$ cat src/rtl/serializer_multilane.sv
// Multi-lane parallel-to-serial shifter with a word-aligned clock lane.
// A one-entry holding register decouples the valid/ready handshake from word boundaries.

module serializer_multilane_lane #(
  parameter int W         = 10,
  parameter int B         = 2,
  parameter int LSB_FIRST = 1
) (
  input  logic         i_clk,
  input  logic         i_rst,
  input  logic         i_load,
  input  logic [W-1:0] i_rst_word,
  input  logic [W-1:0] i_word,
  output logic [B-1:0] o_bits
);
  logic [W-1:0] sh_q, sh_d;

  always_comb begin
    sh_d = (LSB_FIRST != 0) ? (sh_q >> B) : (sh_q << B);
    if (i_load) sh_d = i_word;
  end

  always_ff @(posedge i_clk) begin
    if (i_rst) sh_q <= i_rst_word;
    else       sh_q <= sh_d;
  end

  for (genvar b = 0; b < B; b++) begin : g_bit
    assign o_bits[b] = (LSB_FIRST != 0) ? sh_q[b] : sh_q[W-1-b];
  end
endmodule

module serializer_multilane #(
  parameter int                      p_data_width     = 10,
  parameter int                      p_lanes          = 3,
  parameter int                      p_bits_per_cycle = 2,
  parameter int                      p_lsb_first      = 1,
  parameter logic [p_data_width-1:0] p_idle_word      = '0
) (
  input  logic                                  i_clk,
  input  logic                                  i_rst,
  input  logic                                  i_valid,
  output logic                                  o_ready,
  input  logic [p_lanes*p_data_width-1:0]       i_data,
  output logic [p_lanes*p_bits_per_cycle-1:0]   o_data,
  output logic [p_bits_per_cycle-1:0]           o_clk,
  output logic                                  o_load,
  output logic                                  o_underrun,
  input  logic                                  i_clr_underrun
);
  localparam int W  = p_data_width;
  localparam int B  = p_bits_per_cycle;
  localparam int L  = p_lanes;
  localparam int S  = W / B;
  localparam int SW = (S > 1) ? $clog2(S) : 1;
  localparam logic [SW-1:0] LAST_SLOT = SW'(S - 1);
  // Half ones in the low bits so they leave first through an LSB-first shifter.
  localparam logic [W-1:0]  CLK_PAT   = {{(W/2){1'b0}}, {(W/2){1'b1}}};

  if ((W % B) != 0 || (W % 2) != 0 || !(B == 1 || B == 2) || L < 1) begin : g_param_err
    $error("serializer_multilane: illegal parameter combination");
  end

  typedef struct packed {
    logic                 vld;
    logic [L-1:0][W-1:0]  data;
  } hold_t;

  hold_t               hold_q, hold_d;
  logic [SW-1:0]       slot_q, slot_d;
  logic                load_q, load_d;
  logic                underrun_q, underrun_d;
  logic                load_cycle, accept, underrun_set;
  logic [L-1:0][W-1:0] in_words, load_words;
  logic [L-1:0][B-1:0] lane_bits;

  assign in_words   = i_data;
  assign load_cycle = (slot_q == LAST_SLOT);
  assign o_ready    = ~i_rst & (~hold_q.vld | load_cycle);
  assign accept     = i_valid & o_ready;

  always_comb begin
    slot_d       = load_cycle ? '0 : slot_q + SW'(1);
    hold_d       = hold_q;
    load_words   = hold_q.data;
    underrun_set = 1'b0;
    if (load_cycle) begin
      if (hold_q.vld) begin
        hold_d.vld = accept;
        if (accept) hold_d.data = in_words;
      end else if (accept) begin
        load_words = in_words;
      end else begin
        load_words   = {L{p_idle_word}};
        underrun_set = 1'b1;
      end
    end else if (accept) begin
      hold_d.vld  = 1'b1;
      hold_d.data = in_words;
    end
    load_d = load_cycle;
    // A fresh underrun wins over a simultaneous clear request.
    if (underrun_set)        underrun_d = 1'b1;
    else if (i_clr_underrun) underrun_d = 1'b0;
    else                     underrun_d = underrun_q;
  end

  always_ff @(posedge i_clk) begin
    if (i_rst) begin
      slot_q     <= '0;
      hold_q     <= '0;
      load_q     <= 1'b0;
      underrun_q <= 1'b0;
    end else begin
      slot_q     <= slot_d;
      hold_q     <= hold_d;
      load_q     <= load_d;
      underrun_q <= underrun_d;
    end
  end

  for (genvar k = 0; k < L; k++) begin : g_lane
    serializer_multilane_lane #(.W(W), .B(B), .LSB_FIRST(p_lsb_first)) u_lane (
      .i_clk      (i_clk),
      .i_rst      (i_rst),
      .i_load     (load_cycle),
      .i_rst_word (p_idle_word),
      .i_word     (load_words[k]),
      .o_bits     (lane_bits[k])
    );
  end

  serializer_multilane_lane #(.W(W), .B(B), .LSB_FIRST(1)) u_clk_lane (
    .i_clk      (i_clk),
    .i_rst      (i_rst),
    .i_load     (load_cycle),
    .i_rst_word (CLK_PAT),
    .i_word     (CLK_PAT),
    .o_bits     (o_clk)
  );

  assign o_data     = lane_bits;
  assign o_load     = load_q;
  assign o_underrun = underrun_q;
endmodule

$ cat config.mk
export PLATFORM = sky130hd
export DESIGN_NAME = serializer_multilane
export DESIGN_NICKNAME = d
export VERILOG_FILES = /design/src/rtl/serializer_multilane.sv
export SDC_FILE = /design/constraint.sdc
export NUM_CORES = 1
export LEC_CHECK = 0
export CAP_MARGIN = 5
export CORE_MARGIN = 2
export CORE_UTILIZATION = 35
export DETAILED_ROUTE_END_ITERATION = 12
export SETUP_SLACK_MARGIN = 0.15
export SLEW_MARGIN = 10
export SYNTH_ARGS = -nofsm -noshare
export SYNTH_HDL_FRONTEND = slang
export SYNTH_SLANG_ARGS = --single-unit
$ cat constraint.sdc
create_clock -name i_clk -period 2.65 [get_ports i_clk]
set_clock_uncertainty 0.2 [all_clocks]
set_input_delay 0.795 -clock i_clk [delete_from_list [all_inputs] [get_ports i_clk]]
set_output_delay 0.795 -clock i_clk [all_outputs]
set_load 0.05 [all_outputs]
* Word level (Yosys, flattened, before mapping)
Cells that the tools add are included.
Cells by class: add/subtract/negate cells 1, eq/ne operators 2, muxes and demuxes 14, bitwise gates (word level) 6, reductions and logical operators 5
Operators with widths (count):
- $mux 31 | 3
- $mux 30 | 3
- $mux 8 | 3
- $mux 1 | 5
- $reduce_bool 2->1 | 2
- $reduce_or 2->1 | 2
- $add 3x1->3 const B | 1
- $eq 3x3->1 const B | 1
- $not 1->1 | 3
- $and 1x1->1 | 2
- $ne 2x2->1 const B | 1
- $reduce_and 2->1 | 1
- $or 1x1->1 | 1
Word-level totals: register bits after elaboration 76, output and inout port bits 11, word-level logic and storage cells 43

* Depth between registers and ports, before layout
depth after elaboration 8, depth in mapped cells 6, gate-level depth less buffers 5

* Modules after synthesis
A second synthesis with hierarchy kept.
Second synthesis, totals: cell total of the unflattened synthesis 381, area total of the unflattened synthesis 3704.8 um^2
By module, submodules not included:
- serializer_multilane_lane | instances 4, cells each 42, area each 464.2 um^2
- serializer_multilane | instances 1, cells each 213, area each 1848.0 um^2

* Worst setup path before layout
OpenSTA, ideal clock, no wires.
path type input-to-output, from in i_rst, to out o_ready, data arrival time 1.623 ns, required time 1.655 ns, slack 0.032 ns, stages 2, path buffers 1, cells stage by stage clkbuf_2 nor2_1
Between the ends: cells in the longest elaborated chain, start to end 2
RTL lines:
- from (decl) | RTL line 41 | input logic i_rst,
- $not 1->1 | RTL line 79 | assign o_ready = ~i_rst & (~hold_q.vld | load_cycle);
- $and 1x1->1 | RTL line 79
- to (decl) | RTL line 43 | output logic o_ready,
Every way passes these cells.

* Worst setup path after layout
from reg load_q, in the netlist o_load, to out o_load
RTL lines:
- from (decl) | RTL line 71 | logic load_q, load_d;
- from (signal assigned) | RTL line 117 | load_q <= load_d;
- to (decl) | RTL line 47 | output logic o_load,
No word-level cell between the ends.

==> reports/qor.yml <==
status:
  status: "completed"
setup_path:
  cp_cell_sequence: "clkdlybuf4s50_1"
  crit_path_max_fanout: 1
  path_buf_inv: 1
  critPathTopFamily: "buffers and inverters"
  cpPeakStageDelay_ns: 0.81
  path_class: "reg -> out"
  crit_path_top_delay_cell: "clkdlybuf4s50_1"
  arrival_ns: 1.46
  reg2regPathDepth: 4
  endpoint_kind: "primary output"
  cp-start-kind: "flop"
  r2r_start: "hold_q[30]$_SDFFE_PP0P_"
  r2r_end: "hold_q[16]$_SDFFE_PP0P_"
  r2r_slack_ns: 0.76
  critical_path_required_ns: 1.66
global_route:
  grt_max_degree: 35
  grt_pass1_wl_um: 11900
  grt_pass1_vias: 2394
  antenna_found_initial: 0
  grt_overflow: 0
  grt_usage_pct: 17.2
drt:
  drc: 0
  route.antenna.remaining_nets: 0
  drt-wirelength-per-cell_um: 16.5
  drt_iter0_drc: 267
  dr.pass1.iters: 4
  routed_via_density: 5.56
  vias: 2520
  wl_um: 7470
logic_synthesis:
  netlist.area_leader.share_pct: 48.1
  synth_top_family_by_area: "compound AO/OA/AOI/OAI gates"
  yosys_warnings: 0
  synth_cells: 316
  synthDistinctLibCells: 29
  ys_seq_area_share_pct: 48.1
  synth_xor_area_share_pct: 0.305
  synth_area_leaders: "dfxtp_1, o311ai_1, a22oi_1, nand2_1, nand4_1"
  synth-async-reset-ratio_pct: 0
  yosys_most_used_dff: "dfxtp_1"
  synth-compound-area-share_pct: 23.3
  synth-edff-count: 0
  syn_area_per_cell_um2: 9.09
  yosys-mux-area-fraction_pct: 0
  synthSimpleGateAreaFrac_pct: 17.8
  synth_fp_nets: 352
  ys_ff_latch: 69
  synthesis.area_mm2: 0.00287
  synth_top_cell_by_area: "dfxtp_1"
  synth_fa_ha_area_share_pct: 0.871
floorplanning:
  initial_core_util_pct: 35.5
  die_w_um: 94.6
  design.core.area_mm2: 0.00809
  rows: 33
  dieArea_mm2: 0.00894
  io_pins: 45
  die_h_um: 94.6
clocking:
  ctsHoldBuffers: 0
  clkSinkCount: 69
  h-tree-depth: 3
  ctsLongestPathBuffers: 2
  clk_latency_ns: 0.34
  cts_root_buf: "clkbuf_8"
  clkTransAtPathRegs_ns: 0.07
  cts_tree: "built"
  cts_made_buffers: 9
sta:
  setup_tns_ns: 0
  period_share_pct: 92.6
  min_period_ns: 2.45
  worstMarginPinSlew_ns: 0.687
  finalSetupViolations: 0
  holdWs_ns: 0.216
  max_freq_mhz: 408
  slew_viol_final: 0
  rsz0062_at_grt: "false"
  relSlewSlack_pct: 54.2
  hold_viol: 0
min_path:
  worst_hold_path_type: "reg -> reg"
  holdPathEnd: "u_clk_lane.sh_q[2]$_SDFF_PP1_"
  whs_path_depth: 1
  hold_start: "u_clk_lane.sh_q[3]$_SDFF_PP1_"
job:
  drv_cap: 0
cells_and_area:
  antenna_cells: 0
  multi_input_area_mm2: 0.00122
  final_cell_mix: "dfxtp_1, nand2_1, clkdlybuf4s50_1"
  final_cells: 453
  fillCellCount: 828
  layout_commonest_cell: "dfxtp_1"
  nets: 379
  drive_gt1_share_pct: 11.2
  area_delta_synth_final_pct: 22.6
  final_area_mm2: 0.00352
  register_area_mm2: 0.00138
placement:
  dp.cells: 437
  port-buffer-count: 44
  dp_hpwl_um: 4320
  gp_congestion: 0.724
  dpl_cell_area_mm2: 0.00335
pwr:
  peakVddDrop_mv: 0.224
  p_per_area_mw_per_mm2: 607
  p_leak_nw: 1.37
-- metal layers --
metal | up-vias | global-route usage (%) | part of all wire (%)
met5 | - | 0 | 0
met4 | 0 | 7.25 | 1.6
met3 | 11 | 3.19 | 4.6
met2 | 72 | 28.7 | 48
met1 | 1222 | 21.8 | 46
li1 | 1215 | - | -
-- worst max path at each step --
stage                                       start          to  slack [ns]  cells after the start
after floorplan                             i_rst     o_ready        0.25                      2
after global placement                      i_rst     o_ready        0.10                      3
after detailed placement                    i_rst     o_ready        0.10                      3
after CTS                 o_underrun$_SDFFE_PP0P_  o_underrun        0.16                      1
after global routing            o_load$_SDFF_PP0_      o_load        0.16                      1
final                           o_load$_SDFF_PP0_      o_load        0.20                      1
-- synth_stat cells (2+ instances only) --
| library cell | number |
|---|---|
| ha_1 | 2 |
| inv_1 | 7 |
| nor2b_1 | 2 |
| nand4_1 | 30 |
| a22oi_1 | 30 |
| o21ai_1 | 20 |
| buf_4 | 8 |
| o311ai_2 | 2 |
| buf_6 | 6 |
| nor2_1 | 10 |
| clkbuf_1 | 14 |
| nand2b_1 | 2 |
| o311ai_1 | 28 |
| o21ai_0 | 5 |
| clkbuf_2 | 3 |
| nand2_1 | 56 |
| dfxtp_1 | 69 |
| buf_2 | 11 |
-- sequential cells by signal, indices dropped and copies added, names as in the netlist --
| signal | count |
|---|---|
| hold_q | 31 |
| g_lane.u_lane.sh_q | 30 |
| o_load | 1 |
| slot_q | 3 |
| o_underrun | 1 |
| u_clk_lane.sh_q | 3 |
-- metrics by stage --
step / power [mW] / worst slack, ns / utilization, %
final: 2.14 / 0.197 / 43.5
after global routing: 2.22 / 0.161 / 43.5
after CTS: 2.15 / 0.158 / 43.4
after detailed placement: 1.44 / 0.104 / 41.5
after global placement: 1.43 / 0.100 / 41.5
after floorplan: 1.31 / 0.251 / -
-- final cells by class --
class	instances	share of cell area [%]
sequential	69	39.2
multi-input combinational	198	34.8
timing repair buffer	58	17.0
clock buffer	11	3.73
tap	105	3.73
clock inverter	5	0.782
inverter	7	0.746
-- power breakdown --
group | switching [mW] | total (mW) | internal [mW]
combinational | 0.183 | 0.308 | 0.126
clock | 0.387 | 0.720 | 0.333
sequential | 0.0252 | 1.11 | 1.08
total | 0.595 | 2.14 | 1.54
-- what timing repair did --
item | 4_1_cts | 5_1_grt
setup endpoints to repair | 1 | 2
cloned | 0 | 0
resized for setup | 2 | 2
buffers inserted | 0 | 0
pin swaps | 1 | 0
-- cells by family (layout without fill, tap and decap cells) --
group                    after synthesis  count (layout)
XOR/XNOR                               1               1
flip-flops                            69              69
adder cells (fa/ha/maj)                2               2
AND/OR/NAND/NOR                      105             105
buffers and inverters                 49              81
AO/OA/AOI/OAI                         90              90
(Power assumes the default switching activity.)
